[config.mk]
export PLATFORM = sky130hd
export DESIGN_NAME = display_scan_controller_flat
export DESIGN_NICKNAME = d
export VERILOG_FILES = /design/src/rtl/display_scan_controller_pkg.sv /design/src/rtl/display_scan_controller_if.sv /design/src/rtl/display_scan_controller_tick_divider.sv /design/src/rtl/display_scan_controller.sv /design/src/flat_wrapper.sv
export SDC_FILE = /design/constraint.sdc
export NUM_CORES = 1
export LEC_CHECK = 0
export BUFFER_PORTS_ARGS = -buffer_cell sky130_fd_sc_hd__buf_2
export CELL_PAD_IN_SITES_DETAIL_PLACEMENT = 0
export CELL_PAD_IN_SITES_GLOBAL_PLACEMENT = 1
export CORE_MARGIN = 2
export CORE_UTILIZATION = 39
export DETAILED_ROUTE_END_ITERATION = 10
export PLACE_DENSITY = 0.83
export SKIP_LAST_GASP = 1
export SLEW_MARGIN = 10
export SYNTH_ARGS = -nofsm -noshare
export SYNTH_HDL_FRONTEND = slang
export SYNTH_SLANG_ARGS = --single-unit
[constraint.sdc]
create_clock -name clk -period 2.05 [get_ports clk]
set_input_delay 0.41 -clock clk [delete_from_list [all_inputs] [get_ports clk]]
set_output_delay 0.41 -clock clk [all_outputs]
set_load 0.03 [all_outputs]
[src/rtl/display_scan_controller_pkg.sv]
// Shared constants for the display scan path: lock state codes, digit geometry, anode polarity.
// Latency: n/a (constants and a pure helper); backpressure: n/a.
package display_scan_controller_pkg;

    localparam int NUM_DIGITS = 8;
    localparam int DIGIT_W    = 3;
    localparam int STATE_W    = 3;

    localparam logic [STATE_W-1:0] ST_EDIT_NEW     = 3'd0;
    localparam logic [STATE_W-1:0] ST_EDIT_ENTRY   = 3'd1;
    localparam logic [STATE_W-1:0] ST_LOCKED       = 3'd2;
    localparam logic [STATE_W-1:0] ST_EDIT_CONFIRM = 3'd3;
    localparam logic [STATE_W-1:0] ST_UNLOCKED     = 3'd4;
    localparam logic [STATE_W-1:0] ST_ERROR        = 3'd5;
    localparam logic [STATE_W-1:0] ST_ALARM        = 3'd6;
    localparam logic [STATE_W-1:0] ST_RESERVED     = 3'd7;

    // Bit n set: state n blinks the digit under the position pointer.
    localparam logic [NUM_DIGITS-1:0] DEFAULT_BLINK_STATE_MASK = 8'b0000_1011;

    localparam logic                  ANODE_ON      = 1'b0;
    localparam logic [NUM_DIGITS-1:0] ANODE_ALL_OFF = {NUM_DIGITS{~ANODE_ON}};

    function automatic logic [NUM_DIGITS-1:0] anode_for(input logic [DIGIT_W-1:0] digit);
        return ANODE_ALL_OFF ^ (NUM_DIGITS'(1) << digit);
    endfunction

endpackage

[src/rtl/display_scan_controller_if.sv]
// Bundle between the lock FSM / display pins and the scan controller.
// Latency: n/a (wiring only); backpressure: none, all signals are level or single-cycle pulses.
interface display_scan_controller_if;
    import display_scan_controller_pkg::*;

    logic                  display_en;
    logic [STATE_W-1:0]    state;
    logic [DIGIT_W-1:0]    position_pointer;
    logic [DIGIT_W-1:0]    refreshcounter;
    logic [NUM_DIGITS-1:0] anode;
    logic                  slot_tick;
    logic                  frame_tick;
    logic                  blink_phase;

    modport master (
        output display_en, state, position_pointer,
        input  refreshcounter, anode, slot_tick, frame_tick, blink_phase
    );

    modport slave (
        input  display_en, state, position_pointer,
        output refreshcounter, anode, slot_tick, frame_tick, blink_phase
    );

endinterface

[src/rtl/display_scan_controller_tick_divider.sv]
// Free-running modulo-DIV counter with a registered tick high while count == DIV-1.
// Latency: tick aligned with the count it flags; backpressure: none, never stalls.
module tick_divider #(
    parameter int  DIV = 50000,
    localparam int CW  = (DIV > 1) ? $clog2(DIV) : 1
) (
    input  logic          clk,
    input  logic          reset,
    output logic          tick,
    output logic [CW-1:0] count
);

    localparam logic [CW-1:0] LAST = CW'(DIV - 1);

    logic [CW-1:0] count_q, count_d;
    logic          tick_q;

    always_comb begin
        count_d = (count_q == LAST) ? '0 : count_q + CW'(1);
    end

    always_ff @(posedge clk) begin
        if (reset) begin
            count_q <= '0;
            tick_q  <= 1'b0;
        end else begin
            count_q <= count_d;
            tick_q  <= (count_d == LAST);
        end
    end

    assign count = count_q;
    assign tick  = tick_q;

endmodule

[src/rtl/display_scan_controller.sv]
// Digit scan sequencer: prescaled slot counter, dead-time gated one-hot-low anode, edit-digit blink.
// Latency: all outputs registered, anode always aligned with refreshcounter; backpressure: none.
module display_scan_controller
    import display_scan_controller_pkg::*;
#(
    parameter int                    REFRESH_DIV      = 50000,
    parameter int                    DEAD_CYCLES      = 500,
    parameter int                    BLINK_FRAMES     = 64,
    parameter logic [NUM_DIGITS-1:0] BLINK_STATE_MASK = DEFAULT_BLINK_STATE_MASK
) (
    input  logic                     clk,
    input  logic                     reset,
    display_scan_controller_if.slave bus
);

    localparam int PW = (REFRESH_DIV > 1) ? $clog2(REFRESH_DIV) : 1;
    localparam int BW = (BLINK_FRAMES > 1) ? $clog2(BLINK_FRAMES) : 1;

    localparam logic [PW-1:0]      PRE_LAST   = PW'(REFRESH_DIV - 1);
    localparam logic [PW-1:0]      DEAD_LIMIT = PW'(DEAD_CYCLES);
    localparam logic [BW-1:0]      BLINK_LAST = BW'(BLINK_FRAMES - 1);
    localparam logic [DIGIT_W-1:0] LAST_DIGIT = DIGIT_W'(NUM_DIGITS - 1);

    logic [PW-1:0]         prescaler, prescaler_d;
    logic                  slot_tick;
    logic [DIGIT_W-1:0]    rc_q, rc_d;
    logic [BW-1:0]         blink_cnt_q, blink_cnt_d;
    logic                  blink_phase_q, blink_phase_d;
    logic [NUM_DIGITS-1:0] anode_q, anode_d;
    logic                  frame_tick_q, frame_tick_d;
    logic                  blink_active;
    logic                  blanked;

    tick_divider #(.DIV(REFRESH_DIV)) u_prescaler (
        .clk   (clk),
        .reset (reset),
        .tick  (slot_tick),
        .count (prescaler)
    );

    always_comb begin
        prescaler_d   = slot_tick ? '0 : prescaler + PW'(1);
        rc_d          = slot_tick ? rc_q + DIGIT_W'(1) : rc_q;
        frame_tick_d  = (prescaler_d == PRE_LAST) && (rc_d == LAST_DIGIT);
        blink_active  = BLINK_STATE_MASK[bus.state];
        blink_cnt_d   = blink_cnt_q;
        blink_phase_d = blink_phase_q;

        // Leaving an edit state wins over a coincident frame end, so re-entry starts visible.
        if (!blink_active) begin
            blink_cnt_d   = '0;
            blink_phase_d = 1'b1;
        end else if (frame_tick_q) begin
            if (blink_cnt_q == BLINK_LAST) begin
                blink_cnt_d   = '0;
                blink_phase_d = ~blink_phase_q;
            end else begin
                blink_cnt_d = blink_cnt_q + BW'(1);
            end
        end

        // Gate with next-cycle slot and phase so the strobe never lags the counter.
        blanked = !bus.display_en
               || (prescaler_d < DEAD_LIMIT)
               || (blink_active && !blink_phase_d && (bus.position_pointer == rc_d));
        anode_d = blanked ? ANODE_ALL_OFF : anode_for(rc_d);
    end

    always_ff @(posedge clk) begin
        if (reset) begin
            rc_q          <= '0;
            blink_cnt_q   <= '0;
            blink_phase_q <= 1'b1;
            anode_q       <= ANODE_ALL_OFF;
            frame_tick_q  <= 1'b0;
        end else begin
            rc_q          <= rc_d;
            blink_cnt_q   <= blink_cnt_d;
            blink_phase_q <= blink_phase_d;
            anode_q       <= anode_d;
            frame_tick_q  <= frame_tick_d;
        end
    end

    assign bus.refreshcounter = rc_q;
    assign bus.anode          = anode_q;
    assign bus.slot_tick      = slot_tick;
    assign bus.frame_tick     = frame_tick_q;
    assign bus.blink_phase    = blink_phase_q;

endmodule

[src/flat_wrapper.sv]
// flat-port wrapper written by rule: the top's interface ports become plain ports
module display_scan_controller_flat import display_scan_controller_pkg::*;
#(
    parameter int                    REFRESH_DIV      = 50000,
    parameter int                    DEAD_CYCLES      = 500,
    parameter int                    BLINK_FRAMES     = 64,
    parameter logic [NUM_DIGITS-1:0] BLINK_STATE_MASK = DEFAULT_BLINK_STATE_MASK
)
  (clk, reset, bus_display_en, bus_state, bus_position_pointer, bus_refreshcounter, bus_anode, bus_slot_tick, bus_frame_tick, bus_blink_phase);
  display_scan_controller_if bus_i ();
  input  logic clk;
  input  logic reset;
  input wire logic [$bits(bus_i.display_en)-1:0] bus_display_en;
  input wire logic [$bits(bus_i.state)-1:0] bus_state;
  input wire logic [$bits(bus_i.position_pointer)-1:0] bus_position_pointer;
  output wire logic [$bits(bus_i.refreshcounter)-1:0] bus_refreshcounter;
  output wire logic [$bits(bus_i.anode)-1:0] bus_anode;
  output wire logic [$bits(bus_i.slot_tick)-1:0] bus_slot_tick;
  output wire logic [$bits(bus_i.frame_tick)-1:0] bus_frame_tick;
  output wire logic [$bits(bus_i.blink_phase)-1:0] bus_blink_phase;
  assign bus_i.display_en = bus_display_en;
  assign bus_i.state = bus_state;
  assign bus_i.position_pointer = bus_position_pointer;
  assign bus_refreshcounter = bus_i.refreshcounter;
  assign bus_anode = bus_i.anode;
  assign bus_slot_tick = bus_i.slot_tick;
  assign bus_frame_tick = bus_i.frame_tick;
  assign bus_blink_phase = bus_i.blink_phase;
  display_scan_controller #(.REFRESH_DIV(REFRESH_DIV), .DEAD_CYCLES(DEAD_CYCLES), .BLINK_FRAMES(BLINK_FRAMES), .BLINK_STATE_MASK(BLINK_STATE_MASK)) u_core (.clk(clk), .reset(reset), .bus(bus_i));
endmodule
==> impl_metrics.tcl, run 1 <==
set metrics [dict create \
    p_leak_nw 0.881 \
    routed_wl_um 3930 \
    area_delta_synth_final_pct 27.6 \
    portBuffers 22 \
    cp.arrival_ns 2.15 \
    slowest_delay_ns 0.50 \
    cts-root-buf "clkbuf_8" \
    clkTransAtPathRegs_ns 0.08 \
    ir_drop_uv 401 \
    yosys.area.top_type "dfxtp_1" \
    clock_skew_ns 0.00651 \
    whs_path_depth 2 \
    yosysWarningCount 0 \
    netlist_area_um2 1800 \
    firstDrtPassIters 4 \
    synthTopCellsByArea "dfxtp_1, xor2_1, nor2_1, xnor2_1, nand4_1" \
    worst_pin_slew_ns 0.440 \
    final_area_um2 2300 \
    die_w_um 72.0 \
    io-pin-count 23 \
    relSlewSlack_pct 70.6 \
    async_reset_ff_share_pct 0 \
    power_mw 1.41 \
    viasPerCell 5.13 \
    clkSinkCount 36 \
    grt_max_degree 14 \
    synth_compound_area_share_pct 5.27 \
    grt_pass1_vias 1486 \
    synth_edf_count 0 \
    clk-insertion-delay-late_ns 0.29 \
    antenna_found_initial 0 \
    status "complete, no violations" \
    synth_seq_area_share_pct 39.9 \
    initial_core_util_pct 40.9 \
    crit_required_ns 2.21 \
    cts_tree "yes" \
    gp_congestion 0.844 \
    grt.total_usage_pct 16.1 \
    grt_overflow_total 0 \
    rows 24 \
    clockBufferDepth 2 \
    crit_chain "buf_4 > and4_4 > nand2_2 > xor2_1 > or4_4 > o221ai_4 > nand4_1" \
    syn_nets 209 \
    fill_cells 407 \
    wire_per_inst_um 13.2 \
    synth_top_area_share_pct 39.9 \
    ant_nets 0 \
    fmax_ghz 0.502 \
    finalSetupViolations 0 \
    placed_area_um2 2100 \
    cts_buffers 5 \
    n_antenna_cell 0 \
    r2r_slack_ns 0.06 \
    synth_fa_ha_area_share_pct 2.08 \
    cp_max_fo 8 \
    synth_cells 197 \
    period_share_pct 97.1 \
    holdCritPathClass "input pin to flip-flop" \
    hold_viol 0 \
    synth_area_per_cell_um2 9.16 \
    rsz0062_at_grt "true" \
    drtIter0Drc 57 \
    power.density_nw_per_um2 613 \
    tns_ns 0 \
    rr_worst_depth 7 \
    min_to "u_core.u_prescaler.count[2]$_SDFF_PP0_" \
    slowest_stage "or4_4" \
    crit_path_start_kind "flip-flop" \
    cap_violations 0 \
    period_minus_slack_ns 1.99 \
    synth_ff_type "dfxtp_1" \
    die_area_um2 5190 \
    slew_viol_final 0 \
    r2r_end "u_core.bus.anode[0]$_SDFF_PP1_" \
    cts-htree-levels 2 \
    layout-drive-gt1-share_pct 33.3 \
    dp_hpwl_um 2920 \
    drc_errors 0 \
    core_area_um2 4410 \
    fin_util_pct 52.2 \
    fin_nets 257 \
    vias 1530 \
    synthMuxAreaShare_pct 1.66 \
    synth_top_family_by_area "simple AND/OR/NAND/NOR gates" \
    synth_xor_area_share_pct 13.6 \
    ys_ff_latch 36 \
    grt_pass1_wl_um 6600 \
    synth-simple-area-share_pct 31.3 \
    endpoint_kind "flip-flop" \
    r2r_start "u_core.u_prescaler.count[1]$_SDFF_PP0_" \
    hp-start "reset" \
    synth_cell_types 41 \
    crit_type "flip-flop to flip-flop" \
    die_h_um 72.0 \
]
## kinds of logic after synthesis
kind of cell,Yosys count
simple gates,104
flops,36
xor+xnor,28
buf+inv,12
compound gates,11
mux,3
fa+ha+maj,3
## cells in the mapped netlist, drive strengths merged (3+ instances only)
cell type and count:
dfxtp 36, and3 3, mux2i 3, nor2 34, buf 4, inv 3
or3 4, ha 3, nor3b 3, clkbuf 3, xor2 15, nand2 17
nand4 12, nand3 8, nor4 5, xnor2 13, nor3 6
## worst max-delay path, delay by kind of cell, from the launching register on
| family | cells | cell delay (ns) |
|---|---|---|
| AND/OR/NAND/NOR | 4 | 0.94 |
| AO/OA/AOI/OAI | 1 | 0.27 |
| flip-flops | 1 | 0.35 |
| buffers and inverters | 1 | 0.13 |
| XOR/XNOR | 1 | 0.17 |
## placed cells by master, fill, tap and decap left out, types with 2 or more instances in the layout
master,netlist,routed
nor4_2,0,2
and3_1,3,3
or3_1,3,3
nand3_4,2,3
inv_1,3,3
dfxtp_2,0,5
and2_1,2,2
mux2i_1,3,3
xnor2_1,13,12
ha_1,3,2
nor2_1,34,34
buf_6,0,2
nand3_1,6,5
clkbuf_8,0,5
xor2_1,15,15
or4_4,1,2
nor3_1,6,5
a31oi_1,2,2
nor3b_1,3,3
buf_2,3,22
nand4_1,12,12
buf_4,1,26
or2_2,2,2
nor2b_1,2,2
nand2_1,17,16
nor4_1,4,2
dfxtp_1,36,31
## layer usage
layer | global-route usage (%) | part of all wire (%) | vias to the layer above
li1 | - | - | 781
met1 | 20.7 | 46 | 722
met2 | 26.2 | 50 | 18
met3 | 2.92 | 1.9 | 9
met4 | 7.55 | 2.6 | 0
met5 | 0 | 0 | -
## area by class of cell
class	instances	area, um^2	area share (%)
Multi-Input combinational cell	149	1060	45.9
Sequential cell	36	727	31.6
Timing Repair Buffer	50	328	14.2
Clock buffer	5	68.8	2.99
Tap cell	52	65.1	2.83
Clock inverter	3	46.3	2.01
Inverter	3	11.3	0.489
## through the flow
step | worst slack (ns) | cells | hold slack [ns]
2_1_floorplan | 0.0116 | 197 | 0.443
3_3_place_gp | -0.0177 | 287 | 0.510
3_5_place_dp | -0.0669 | 287 | 0.508
4_1_cts | -0.00518 | 295 | 0.433
5_1_grt | -0.0237 | 298 | 0.441
6_report | 0.0591 | 298 | 0.430
## what timing repair did
item,in CTS,in global routing
endpoints found under the hold margin,0,0
buffers inserted,0,3
endpoints found under the setup margin,10,10
hold buffers,0,0
pin swaps,2,10
gates resized for setup,6,8
## sequential cells by signal, indices dropped and copies added (netlist names)
register                   count
u_core.bus.blink_phase         1
u_core.u_prescaler.tick        1
u_core.u_prescaler.count      16
u_core.blink_cnt_q             6
u_core.bus.frame_tick          1
u_core.bus.refreshcounter      3
u_core.bus.anode               8
## worst max-delay path by stage
| stage | start | endpoint | slack [ns] | cells past startpoint |
|---|---|---|---|---|
| floorplan | u_core.u_prescaler.count[1]$_SDFF_PP0_ | u_core.u_prescaler.tick$_SDFF_PP0_ | 0.01 | 7 |
| global placement | u_core.u_prescaler.count[1]$_SDFF_PP0_ | u_core.bus.frame_tick$_SDFF_PP0_ | -0.02 | 7 |
| detailed placement | u_core.u_prescaler.count[1]$_SDFF_PP0_ | u_core.bus.frame_tick$_SDFF_PP0_ | -0.07 | 7 |
| CTS | u_core.u_prescaler.count[1]$_SDFF_PP0_ | u_core.bus.frame_tick$_SDFF_PP0_ | -0.005 | 7 |
| global route | u_core.u_prescaler.count[0]$_SDFF_PP0_ | u_core.bus.frame_tick$_SDFF_PP0_ | -0.02 | 7 |
| finish | u_core.u_prescaler.count[1]$_SDFF_PP0_ | u_core.bus.anode[0]$_SDFF_PP1_ | 0.06 | 7 |
## where the power goes
| part | internal [mW] | total (mW) | switching (mW) |
|---|---|---|---|
| clock | 0.366 | 0.633 | 0.267 |
| combinational | 0.0341 | 0.0657 | 0.0316 |
| sequential | 0.705 | 0.712 | 0.00722 |
Note: power is estimated with default switching activity, not from simulation.
==> run 2: changes to the inputs <==
--- a/config.mk
+++ b/config.mk
@@ -12,6 +12,7 @@
 export CORE_UTILIZATION = 39
 export DETAILED_ROUTE_END_ITERATION = 10
 export PLACE_DENSITY = 0.83
+export SETUP_SLACK_MARGIN = 0.2
 export SKIP_LAST_GASP = 1
 export SLEW_MARGIN = 10
 export SYNTH_ARGS = -nofsm -noshare
==> impl_metrics.tcl, run 2 (synthesis results as in run 1) <==
set metrics [dict create \
    n_antenna_cell 0 \
    cts_tree "yes" \
    cts_hold_repair.buffers 0 \
    fmax_ghz 0.520 \
    slew_viol_final 0 \
    crit_type "flip-flop to flip-flop" \
    largest_reg_flops 16 \
    final_area_um2 2320 \
    core_area_um2 4410 \
    r2r_slack_ns 0.13 \
    die_h_um 72.0 \
    initial_core_util_pct 40.9 \
    firstDrtPassIters 4 \
    finalWorstSetupSlack_ns 0.126 \
    worst_pin_slew_ns 0.363 \
    gp_congestion 0.855 \
    portBuffers 22 \
    period_share_pct 93.9 \
    endpoint_kind "flip-flop" \
    fin_nets 256 \
    cts-root-buf "clkbuf_8" \
    status "complete, no violations" \
    layout-drive-gt1-share_pct 37.6 \
    clockBufferDepth 2 \
    hp-start "reset" \
    io-pin-count 23 \
    grt_pass1_wl_um 6970 \
    power.density_nw_per_um2 554 \
    drc_errors 0 \
    wire_per_inst_um 13.7 \
    rr_worst_depth 6 \
    cap_violations 0 \
    rows 24 \
    holdCritPathClass "input pin to flip-flop" \
    hold_viol 0 \
    layout_commonest_cell "nor2_1" \
    ir_drop_uv 441 \
    cp_max_fo 2 \
    whs_path_depth 2 \
    post-place-ws_ns 0.0681 \
    viasPerCell 5.08 \
    die_w_um 72.0 \
    layout_common_cells "nor2_1, buf_4, dfxtp_1" \
    area_delta_synth_final_pct 28.8 \
    p_leak_nw 0.899 \
    dp.cells 284 \
    r2r_end "u_core.bus.frame_tick$_SDFF_PP0_" \
    grt_max_degree 14 \
    power_mw 1.29 \
    whs_ns 0.408 \
    vias 1510 \
    crit_path_start_kind "flip-flop" \
    antenna_found_initial 0 \
    final_cells 297 \
    grt.total_usage_pct 17.6 \
    cp.arrival_ns 2.16 \
    clkTransAtPathRegs_ns 0.08 \
    cts-htree-levels 2 \
    ant_nets 0 \
    crit_required_ns 2.29 \
    clkSinkCount 36 \
    period_minus_slack_ns 1.92 \
    placed_area_um2 2140 \
    fin_util_pct 52.6 \
    cts_buffers 5 \
    finalSetupViolations 0 \
    clock_skew_ns 0.00424 \
    min_to "u_core.bus.refreshcounter[0]$_SDFF_PP0_" \
    tns_ns 0 \
    grt_overflow_total 0 \
    grt_pass1_vias 1488 \
    dp_hpwl_um 2980 \
    drtIter0Drc 79 \
    die_area_um2 5190 \
    r2r_start "u_core.u_prescaler.count[12]$_SDFF_PP0_" \
    rsz0062_at_grt "true" \
    routed_wl_um 4060 \
    clk-insertion-delay-late_ns 0.30 \
    relSlewSlack_pct 75.6 \
]
run 2: worst max-delay path, cell delays in order (launching register included):
cell	delay (ns)
dfxtp_2	0.33
nand4_1	0.21
nor4_4	0.39
xnor2_1	0.14
or4_4	0.43
a211oi_2	0.17
and3_1	0.19
run 2: worst max path at each step:
stage,startpoint,end,depth (start not counted)
floorplan,u_core.u_prescaler.count[0]$_SDFF_PP0_,u_core.bus.anode[1]$_SDFF_PP1_,8
global placement,u_core.u_prescaler.count[0]$_SDFF_PP0_,u_core.bus.anode[3]$_SDFF_PP1_,7
detailed placement,u_core.u_prescaler.count[0]$_SDFF_PP0_,u_core.bus.anode[1]$_SDFF_PP1_,7
CTS,u_core.u_prescaler.count[0]$_SDFF_PP0_,u_core.bus.anode[1]$_SDFF_PP1_,8
global route,u_core.u_prescaler.count[3]$_SDFF_PP0_,u_core.bus.anode[3]$_SDFF_PP1_,6
finish,u_core.u_prescaler.count[12]$_SDFF_PP0_,u_core.bus.frame_tick$_SDFF_PP0_,6
run 2: area by class of cell:
class	instances	area, um^2
clock buffers	5	68.8
fillers	430	2090
well taps	52	65.1
clock inverters	3	23.8
flip-flops and latches	36	744
repair buffers	49	320
multi-input cells	149	1090
inverters	3	11.3
run 2: report_power, final:
group          internal, mW  switching [mW]  leakage (nW)  total, mW
sequential            0.702          0.0107         0.297      0.713
combinational        0.0280          0.0282         0.562     0.0563
clock                 0.240           0.277        0.0404      0.517
total                 0.971           0.316         0.899       1.29
run 2: what timing repair did:
item	CTS	global route
setup endpoints to repair	10	24
setup buffers	4	1
hold endpoints to repair	0	0
resized for setup	8	4
pin swaps	10	1
run 2: routing by layer:
metal	wire, um	track usage (%)
met1	1960	22.2
met2	1890	28.0
met3	106	3.33
met4	110	10.7
met5	0	0
==> run 3: changes to the inputs <==
==> constraint.sdc (replaced) <==
create_clock -name clk -period 2.05 [get_ports clk]
set_input_delay 0.615 -clock clk [delete_from_list [all_inputs] [get_ports clk]]
set_output_delay 0.615 -clock clk [all_outputs]
set_load 0.03 [all_outputs]
==> impl_metrics.tcl, run 3 (synthesis results as in run 1) <==
set metrics [dict create \
    fmax_ghz 0.524 \
    vias 1495 \
    finalWorstSetupSlack_ns 0.141 \
    wire_per_inst_um 12.7 \
    hp-start "u_core.u_prescaler.count[0]$_SDFF_PP0_" \
    whs_path_depth 1 \
    fin_util_pct 52.0 \
    routed_wl_um 3770 \
    slew_viol_final 0 \
    layout_commonest_cell "nor2_1" \
    post-place-ws_ns 0.0526 \
    drc_errors 0 \
    multi_input_area_um2 1070 \
    holdCritPathClass "flip-flop to flip-flop" \
    viasPerCell 5.05 \
    cp.arrival_ns 2.15 \
    placed_area_um2 2140 \
    die_area_um2 5190 \
    initial_core_util_pct 40.9 \
    cts-htree-levels 2 \
    final_cells 296 \
    clk-insertion-delay-late_ns 0.30 \
    rr_worst_depth 8 \
    cts_tree "yes" \
    grt_overflow_total 0 \
    gp_congestion 0.858 \
    grt_max_degree 14 \
    worstSetupStartpoint "u_core.u_prescaler.count[0]$_SDFF_PP0_" \
    area_delta_synth_final_pct 27.1 \
    period_minus_slack_ns 1.91 \
    n_antenna_cell 0 \
    clkSinkCount 36 \
    largest_reg_flops 16 \
    tns_ns 0 \
    fin_nets 255 \
    power_mw 1.28 \
    r2r_start "u_core.u_prescaler.count[0]$_SDFF_PP0_" \
    antenna_found_initial 0 \
    die_w_um 72.0 \
    grt.total_usage_pct 16.8 \
    crit_path_start_kind "flip-flop" \
    ir_drop_uv 402 \
    rows 24 \
    hold_viol 0 \
    whs_ns 0.476 \
    layout-drive-gt1-share_pct 36.9 \
    core_area_um2 4410 \
    seq_area_um2 744 \
    drtIter0Drc 64 \
    period_share_pct 93.1 \
    crit_type "flip-flop to flip-flop" \
    worst_pin_slew_ns 0.367 \
    ant_nets 0 \
    layout_common_cells "nor2_1, buf_4, dfxtp_1" \
    fill_cells 407 \
    power.density_nw_per_um2 559 \
    endpoint_kind "flip-flop" \
    grt_pass1_wl_um 6710 \
    clockBufferDepth 2 \
    portBuffers 22 \
    crit_required_ns 2.29 \
    dp.cells 285 \
    clkTransAtPathRegs_ns 0.08 \
    cts_hold_repair.buffers 0 \
    grt_pass1_vias 1456 \
    die_h_um 72.0 \
    rsz0062_at_grt "true" \
    cts_buffers 5 \
    final_area_um2 2290 \
    cap_violations 0 \
    firstDrtPassIters 4 \
    cp_max_fo 8 \
    relSlewSlack_pct 75.3 \
    cts-root-buf "clkbuf_8" \
    finalSetupViolations 0 \
    p_leak_nw 0.876 \
    clock_skew_ns 0.00742 \
    dp_hpwl_um 2900 \
    io-pin-count 23 \
    status "complete, no violations" \
]
run 3: cell count changes in the layout (fill, tap and decap cells not counted), sizes merged:
cell / before / now
buf: 49 / 48
run 3: what timing repair did:
| item | 4_1_cts | 5_1_grt |
|---|---|---|
| gates resized for setup | 5 | 3 |
| endpoints found under the setup margin | 18 | 12 |
| cloned | 0 | 0 |
| setup buffers | 2 | 1 |
| pin swaps | 2 | 8 |
run 3: area by class of cell:
type	count	share of cell area [%]
Clock inverter	3	1.04
Timing Repair Buffer	48	13.3
Multi-Input combinational cell	149	46.9
Inverter	3	0.491
Sequential cell	36	32.5
Tap cell	52	2.84
Clock buffer	5	3.00
run 3: per-layer routing:
layer | share of wire (%) | wire, um | GRT usage, %
met5 | 0 | 0 | 0
met4 | 3.9 | 146 | 10.9
met3 | 2.3 | 88 | 3.89
met2 | 45 | 1680 | 24.9
met1 | 49 | 1850 | 21.9
run 3: path summary, 6_finish.rpt:
| check | endpoint | slack, ns |
|---|---|---|
| setup / recovery | u_core.bus.anode[3]$_SDFF_PP1_ | 0.14 |
| hold / removal | u_core.u_prescaler.count[0]$_SDFF_PP0_ | 0.48 |
| setup reg to reg | u_core.bus.anode[3]$_SDFF_PP1_ | 0.14 |
| hold reg to reg | u_core.u_prescaler.count[0]$_SDFF_PP0_ | 0.48 |
run 3: worst max-delay path, stage by stage (launching register included):
cell      delay [ns]
dfxtp_4         0.38
ha_4            0.18
nand3_4         0.15
nor4_2          0.08
buf_4           0.14
or3_4           0.32
a22oi_2         0.27
o221ai_4        0.21
nand4_1         0.13
run 3: report_power, final:
part	internal [mW]	total, mW	switching, mW
registers	0.702	0.713	0.0104
logic	0.0255	0.0528	0.0273
clock network	0.240	0.516	0.275
